## src/rtl/mem_port_arbiter.sv

```systemverilog
// Arbitrates one single-ported memory bus between instruction fetch and load/store.
// Data wins ties unless fetch has been passed over STARVE_MAX times; every bus access has a timeout.
module mem_port_arbiter #(
  parameter int ADDR_W     = 32,
  parameter int DATA_W     = 32,
  parameter int TIMEOUT    = 15,
  parameter int STARVE_MAX = 4
) (
  input  logic                clk,
  input  logic                rst_n,
  // fetch requester
  input  logic                i_imem_stb,
  input  logic [ADDR_W-1:0]   i_iaddr,
  output logic [DATA_W-1:0]   o_inst,
  output logic                o_imem_ack,
  output logic                o_imem_err,
  // load/store requester
  input  logic                i_dmem_stb,
  input  logic                i_dmem_we,
  input  logic [ADDR_W-1:0]   i_daddr,
  input  logic [DATA_W-1:0]   i_dwdata,
  input  logic [DATA_W/8-1:0] i_dsel,
  output logic [DATA_W-1:0]   o_drdata,
  output logic                o_dmem_ack,
  output logic                o_dmem_err,
  // memory bus
  output logic                o_mem_stb,
  output logic                o_mem_we,
  output logic [ADDR_W-1:0]   o_mem_addr,
  output logic [DATA_W-1:0]   o_mem_wdata,
  output logic [DATA_W/8-1:0] o_mem_sel,
  input  logic [DATA_W-1:0]   i_mem_rdata,
  input  logic                i_mem_ack,
  // FSM state for observation: 0=IDLE 1=BUS_I 2=BUS_D 3=RESP
  output logic [1:0]          o_dbg_state
);

  localparam int SEL_W = DATA_W / 8;
  localparam int TO_W  = $clog2(TIMEOUT + 1);
  localparam int SV_W  = $clog2(STARVE_MAX + 1);
  localparam logic [TO_W-1:0] TO_LIMIT = TO_W'(TIMEOUT);
  localparam logic [SV_W-1:0] SV_LIMIT = SV_W'(STARVE_MAX);

  // Handshakes: a requester raises its strobe with stable fields and holds both
  // until its ack pulse; the bus side holds o_mem_stb/o_mem_* stable until i_mem_ack
  // or timeout, and i_mem_ack is only honoured while a bus access is open.
  typedef enum logic [1:0] {
    IDLE  = 2'd0,
    BUS_I = 2'd1,
    BUS_D = 2'd2,
    RESP  = 2'd3
  } state_t;

  state_t              state_q;
  logic [TO_W-1:0]     to_cnt_q;
  logic [SV_W-1:0]     starve_q;
  logic                mem_stb_q;
  logic                mem_we_q;
  logic [ADDR_W-1:0]   mem_addr_q;
  logic [DATA_W-1:0]   mem_wdata_q;
  logic [SEL_W-1:0]    mem_sel_q;
  logic [DATA_W-1:0]   inst_q;
  logic [DATA_W-1:0]   drdata_q;
  logic                imem_ack_q;
  logic                imem_err_q;
  logic                dmem_ack_q;
  logic                dmem_err_q;

  logic [TO_W-1:0]     to_cnt_d;
  logic [SV_W-1:0]     starve_d;
  logic                grant_d;
  logic                grant_i;
  logic                bus_timeout;

  assign to_cnt_d    = to_cnt_q + TO_W'(1);
  assign starve_d    = (starve_q == SV_LIMIT) ? starve_q : starve_q + SV_W'(1);
  assign bus_timeout = (to_cnt_d == TO_LIMIT);

  // Data wins a tie unless fetch has already been passed over STARVE_MAX times.
  assign grant_d = i_dmem_stb && !(i_imem_stb && (starve_q == SV_LIMIT));
  assign grant_i = i_imem_stb && !grant_d;

  always_ff @(posedge clk or negedge rst_n) begin
    if (!rst_n) begin
      state_q     <= IDLE;
      to_cnt_q    <= '0;
      starve_q    <= '0;
      mem_stb_q   <= 1'b0;
      mem_we_q    <= 1'b0;
      mem_addr_q  <= '0;
      mem_wdata_q <= '0;
      mem_sel_q   <= '0;
      inst_q      <= '0;
      drdata_q    <= '0;
      imem_ack_q  <= 1'b0;
      imem_err_q  <= 1'b0;
      dmem_ack_q  <= 1'b0;
      dmem_err_q  <= 1'b0;
    end else begin
      case (state_q)
        IDLE: begin
          if (grant_d) begin
            state_q     <= BUS_D;
            mem_stb_q   <= 1'b1;
            mem_we_q    <= i_dmem_we;
            mem_addr_q  <= i_daddr;
            mem_wdata_q <= i_dwdata;
            mem_sel_q   <= i_dsel;
            to_cnt_q    <= '0;
            starve_q    <= i_imem_stb ? starve_d : '0;
          end else if (grant_i) begin
            state_q     <= BUS_I;
            mem_stb_q   <= 1'b1;
            mem_we_q    <= 1'b0;
            mem_addr_q  <= i_iaddr;
            mem_wdata_q <= '0;
            mem_sel_q   <= '1;
            to_cnt_q    <= '0;
            starve_q    <= '0;
          end
        end

        BUS_I, BUS_D: begin
          // A real ack in the final allowed cycle still counts as success.
          if (i_mem_ack) begin
            state_q   <= RESP;
            mem_stb_q <= 1'b0;
            if (state_q == BUS_I) begin
              inst_q     <= i_mem_rdata;
              imem_ack_q <= 1'b1;
            end else begin
              drdata_q   <= i_mem_rdata;
              dmem_ack_q <= 1'b1;
            end
          end else if (bus_timeout) begin
            state_q   <= RESP;
            mem_stb_q <= 1'b0;
            if (state_q == BUS_I) begin
              inst_q     <= '0;
              imem_ack_q <= 1'b1;
              imem_err_q <= 1'b1;
            end else begin
              drdata_q   <= '0;
              dmem_ack_q <= 1'b1;
              dmem_err_q <= 1'b1;
            end
          end else begin
            to_cnt_q <= to_cnt_d;
          end
        end

        RESP: begin
          // Strobes are not looked at here, so a requester still holding its
          // strobe during its own ack is not granted a second time.
          state_q    <= IDLE;
          imem_ack_q <= 1'b0;
          imem_err_q <= 1'b0;
          dmem_ack_q <= 1'b0;
          dmem_err_q <= 1'b0;
        end

        default: state_q <= IDLE;
      endcase
    end
  end

  assign o_inst      = inst_q;
  assign o_imem_ack  = imem_ack_q;
  assign o_imem_err  = imem_err_q;
  assign o_drdata    = drdata_q;
  assign o_dmem_ack  = dmem_ack_q;
  assign o_dmem_err  = dmem_err_q;
  assign o_mem_stb   = mem_stb_q;
  assign o_mem_we    = mem_we_q;
  assign o_mem_addr  = mem_addr_q;
  assign o_mem_wdata = mem_wdata_q;
  assign o_mem_sel   = mem_sel_q;
  assign o_dbg_state = state_q;

endmodule

```

## config.mk

```make
export PLATFORM = sky130hd
export DESIGN_NAME = mem_port_arbiter
export DESIGN_NICKNAME = d
export VERILOG_FILES = /design/src/rtl/mem_port_arbiter.sv
export SDC_FILE = /design/constraint.sdc
export NUM_CORES = 1
export LEC_CHECK = 0
export ABC_AREA = 1
export CORE_UTILIZATION = 43
export DETAILED_ROUTE_END_ITERATION = 10
export PLACE_DENSITY = 0.79
export SYNTH_ARGS = -nofsm -noshare
export SYNTH_HDL_FRONTEND = slang
export SYNTH_SLANG_ARGS = --single-unit
```

## constraint.sdc

```tcl
create_clock -name clk -period 1.95 [get_ports clk]
set_input_delay 0.2925 -clock clk [delete_from_list [all_inputs] [get_ports clk]]
set_output_delay 0.2925 -clock clk [all_outputs]
set_load 0.005 [all_outputs]
```

==> impl_results.html <==
<table>
<tr><th>Metric</th><th>Value</th></tr>
<tr><th colspan="2">Status</th></tr>
<tr><td>Status</td><td>complete, no violations</td></tr>
<tr><th colspan="2">Critical path</th></tr>
<tr><td>End of the worst register-to-register path</td><td>o_drdata[2]$_DFFE_PN0P_</td></tr>
<tr><td>Critical Path End Type</td><td>flop</td></tr>
<tr><td>Worst path slowest cell</td><td>dfrtp_2</td></tr>
<tr><td>Data required time at the worst endpoint</td><td>2.25 ns</td></tr>
<tr><td>Critical Path Most Common Cell</td><td>nand2_1</td></tr>
<tr><td>Reg-to-reg critical path startpoint</td><td>to_cnt_q[0]$_DFFE_PN0P_</td></tr>
<tr><td>Top delay family on crit path</td><td>simple AND/OR/NAND/NOR gates</td></tr>
<tr><td>Critical Path, Cell by Cell</td><td>ha_1, nand2_1, nand2_1, nor2_2, nand2_2, nand2_4, nand3_4, nand2_1, nand2_1</td></tr>
<tr><td>Category of the critical setup timing path</td><td>reg -&gt; reg</td></tr>
<tr><td>Data arrival time of the critical path</td><td>~2.1 ns</td></tr>
<tr><td>Largest driver fanout on the critical path</td><td>32</td></tr>
<tr><td>Longest individual stage delay on the worst path</td><td>between 0.4 and 0.5 ns</td></tr>
<tr><td>Minimum setup slack among reg-to-reg paths</td><td>roughly 0.11 ns</td></tr>
<tr><td>Buffers &amp; Inverters on Critical Path</td><td>0</td></tr>
<tr><td>R2R cell count</td><td>9</td></tr>
<tr><td>Critical Path Source Type</td><td>flop</td></tr>
<tr><th colspan="2">CTS</th></tr>
<tr><td>Clock tree sinks</td><td>~150</td></tr>
<tr><td>Num CTS Buffers</td><td>17</td></tr>
<tr><td>Cell at the root of the clock tree</td><td>clkbuf_16</td></tr>
<tr><td>Clock insertion delay at the later pin of the skew report</td><td>0.42 ns</td></tr>
<tr><td>CTS tree</td><td>done</td></tr>
<tr><td>H-tree levels</td><td>4</td></tr>
<tr><td>Post-CTS Setup Inserts</td><td>0</td></tr>
<tr><td>Clock-pin slew on the worst setup and hold paths</td><td>about 0.06 ns</td></tr>
<tr><td>Buffers from clock root to sink, at most</td><td>2</td></tr>
<tr><th colspan="2">GRT</th></tr>
<tr><td>Vias in the first global route</td><td>6332</td></tr>
<tr><td>Initial antenna violation count</td><td>0</td></tr>
<tr><td>Pin count of the biggest net entering global routing</td><td>70</td></tr>
<tr><td>Total routing usage reported by global routing</td><td>26.2%</td></tr>
<tr><td>Global-route congestion overflow total</td><td>0</td></tr>
<tr><td>Wire length of the first global-routing pass</td><td>roughly 32000 µm</td></tr>
<tr><th colspan="2">Power</th></tr>
<tr><td>Leakage component of the power</td><td>~4.7 nW</td></tr>
<tr><td>Maximum vdd ir drop</td><td>0.850 mV</td></tr>
<tr><td>Total power density per cell area</td><td>1610 nW/µm²</td></tr>
<tr><td>Total power</td><td>16.1 mW</td></tr>
<tr><th colspan="2">Yosys</th></tr>
<tr><td>Per-instance average area after synthesis</td><td>8.70 µm²</td></tr>
<tr><td>Warnings, synthesis</td><td>0</td></tr>
<tr><td>Share of the synthesized area in the top cell type</td><td>56.9%</td></tr>
<tr><td>Net count after synthesis</td><td>891</td></tr>
<tr><td>Library cells used by synthesis</td><td>21</td></tr>
<tr><td>Gate count of the mapped netlist</td><td>~740</td></tr>
<tr><td>Post-Syn Area</td><td>approximately 6500 µm²</td></tr>
<tr><td>Post-synthesis cell type with the largest combined area</td><td>dfrtp_1</td></tr>
<tr><td>Cell types with the largest area share after synthesis</td><td>dfrtp_1 57%, nand2_1 16%, nand4_1 7.0%</td></tr>
<tr><td>Portion of the post-synthesis area used by sequential elements</td><td>56.9%</td></tr>
<tr><td>Synth Register Bits</td><td>~150</td></tr>
<tr><th colspan="2">STA</th></tr>
<tr><td>Setup clock skew after layout</td><td>0.0123 ns</td></tr>
<tr><td>Final count of pins violating max slew</td><td>0</td></tr>
<tr><td>Total Negative Setup Slacks</td><td>0 ns</td></tr>
<tr><td>Share of the clock period used by the worst path</td><td>94.4%</td></tr>
<tr><td>Time the worst path needs with I/O delays and setup</td><td>1.84 ns</td></tr>
<tr><td>Setup-failing EPs final</td><td>0</td></tr>
<tr><td>Tightest slew margin relative to the limit</td><td>58.3%</td></tr>
<tr><td>Transition time of the tightest slew-check pin</td><td>around 0.62 ns</td></tr>
<tr><td>Unrepaired setup endpoints after global routing</td><td>yes</td></tr>
<tr><td>Final hold vios</td><td>0</td></tr>
<tr><td>Highest achievable clock rate</td><td>around 0.54 GHz</td></tr>
<tr><th colspan="2">Layout</th></tr>
<tr><td>Total area of multi-input combinational cells</td><td>between 2000 and 2500 µm²</td></tr>
<tr><td>Number of inserted filler cells in the final layout</td><td>1139</td></tr>
<tr><td>Antenna diodes</td><td>0</td></tr>
<tr><td>Proportion of layout cells with a drive suffix above 1</td><td>~6%</td></tr>
<tr><td>Nets@finish</td><td>1154</td></tr>
<tr><td>Register Area</td><td>approximately 3700 µm²</td></tr>
<tr><td>Most used cells in the layout excluding fill and tap cells</td><td>275 x nand2_1, 275 x clkdlybuf4s50_1, 146 x dfrtp_1</td></tr>
<tr><td>Layout Area Growth over Synthesis</td><td>55.3%</td></tr>
<tr><th colspan="2">Drt</th></tr>
<tr><td>Number of nets with antenna violations after routing</td><td>0</td></tr>
<tr><td>Length of the first detailed-routing pass in iterations</td><td>4</td></tr>
<tr><td>Via density per instance</td><td>between 5 and 6</td></tr>
<tr><td>Initial DRC count</td><td>460</td></tr>
<tr><td>Number of vias in the routed layout</td><td>6315</td></tr>
<tr><td>Drc violations</td><td>0</td></tr>
<tr><td>Routed WL per cell</td><td>16.0 µm</td></tr>
<tr><td>Routed Wire Length</td><td>19300 µm</td></tr>
<tr><th colspan="2">Die</th></tr>
<tr><td>Site row count</td><td>44</td></tr>
<tr><td>Vertical die dimension</td><td>roughly 120 µm</td></tr>
<tr><td>Standard cell core area</td><td>14600 µm²</td></tr>
<tr><td>Die Wd</td><td>between 100 and 150 µm</td></tr>
<tr><td>Top Ports</td><td>278</td></tr>
<tr><td>Initial Util</td><td>between 40% and 50%</td></tr>
<tr><td>Total die area</td><td>15500 µm²</td></tr>
<tr><th colspan="2">Placed design</th></tr>
<tr><td>Routability congestion estimate</td><td>0.795</td></tr>
<tr><td>Number of buffers inserted by port buffering</td><td>277</td></tr>
<tr><td>Placed wire-length estimate after detailed placement</td><td>13100 µm</td></tr>
<tr><th colspan="2">Worst hold path</th></tr>
<tr><td>Min-delay src</td><td>i_mem_ack</td></tr>
<tr><td>Worst Hold Path EP</td><td>to_cnt_q[0]$_DFFE_PN0P_</td></tr>
<tr><td>Worst hold stages</td><td>4</td></tr>
<tr><td>Worst min-delay path category</td><td>in -&gt; reg</td></tr>
<tr><th colspan="2">Flow run</th></tr>
<tr><td>Max-cap check violation count</td><td>0</td></tr>
</table>
## final cells by class
class / instances / share of cell area [%]
Clock buffer: 25 / 5.14
Clock inverter: 7 / 0.935
Inverter: 20 / 0.748
Multi-Input combinational cell: 523 / 24.3
Sequential cell: 147 / 36.7
Tap cell: 184 / 2.29
Timing Repair Buffer: 297 / 29.9
## routing by layer
metal / GRT usage (%) / share of wire, %
met5: 0 / 0
met4: 8.22 / 1.4
met3: 9.79 / 9.9
met2: 42.7 / 49
met1: 32.1 / 40
## Yosys cell counts, drive strengths merged
cell / number
a21oi: 67
clkinv: 1
nand3: 45
nor2: 39
inv: 19
clkbuf: 26
nand2: 277
dfrtp: 147
nand4: 72
buf: 27
o21ai: 13
ha: 10
## power breakdown
group          internal (mW)  switching (mW)
logic                   3.81            3.69
clock network           2.09            1.23
registers               4.48           0.814
total                   10.4            5.73
## worst max-delay path by stage
stage,from,cells past startpoint,to,slack (ns)
3_5_place_dp,to_cnt_q[0]$_DFFE_PN0P_,9,o_drdata[2]$_DFFE_PN0P_,0.09
4_1_cts,to_cnt_q[0]$_DFFE_PN0P_,9,o_drdata[2]$_DFFE_PN0P_,0.08
2_1_floorplan,o_dbg_state[0]$_DFFE_PN0P_,7,o_drdata[23]$_DFFE_PN0P_,0.28
6_report,to_cnt_q[0]$_DFFE_PN0P_,9,o_drdata[2]$_DFFE_PN0P_,0.11
5_1_grt,to_cnt_q[1]$_DFFE_PN0P_,10,o_drdata[2]$_DFFE_PN0P_,-0.05
3_3_place_gp,i_imem_stb,8,o_dbg_state[0]$_DFFE_PN0P_,0.15
## state kept, by name, summed over array words and instances, names as in the netlist, named ones only
name         flops
o_mem_stb        1
o_mem_sel        4
o_dmem_ack       1
starve_q         3
o_dbg_state      2
o_imem_err       1
o_mem_wdata     32
o_dmem_err       1
o_inst          32
o_drdata        32
to_cnt_q         4
o_mem_we         1
o_mem_addr      32
## worst register-to-register path, stage by stage, from the launching register on
cell	delay [ns]
dfrtp_2	0.44
ha_1	0.22
nand2_1	0.07
nand2_1	0.08
nor2_2	0.12
nand2_2	0.11
nand2_4	0.09
nand3_4	0.33
nand2_1	0.21
nand2_1	0.08
## metrics by stage
stage	util, %	hold WS, ns	std cells	cell area, µm²	setup slack, ns
final	68.8	0.328	1203	10000	0.110
after global routing	68.8	0.349	1203	10000	-0.0477
after CTS	68.8	0.316	1203	10000	0.0787
after detailed placement	64.5	0.253	1170	9410	0.0880
after floorplan	-	-0.00309	743	6460	0.281
after global placement	64.5	0.252	1170	9410	0.151
## logic make-up after synthesis
kind of cell	after synthesis	share of synthesized area [%]
simple gates	433	29.4
compound gates	80	6.31
fa+ha+maj	10	1.94
buf+inv	73	5.42
flops	147	56.9
## what timing repair did
item / CTS / global route
resized for setup: 0 / 1
hold endpoints to repair: 41 / 0
hold buffers: 1 / 0
endpoints found under the setup margin: 0 / 55
No activity file was read; power rests on OpenSTA's default activity.
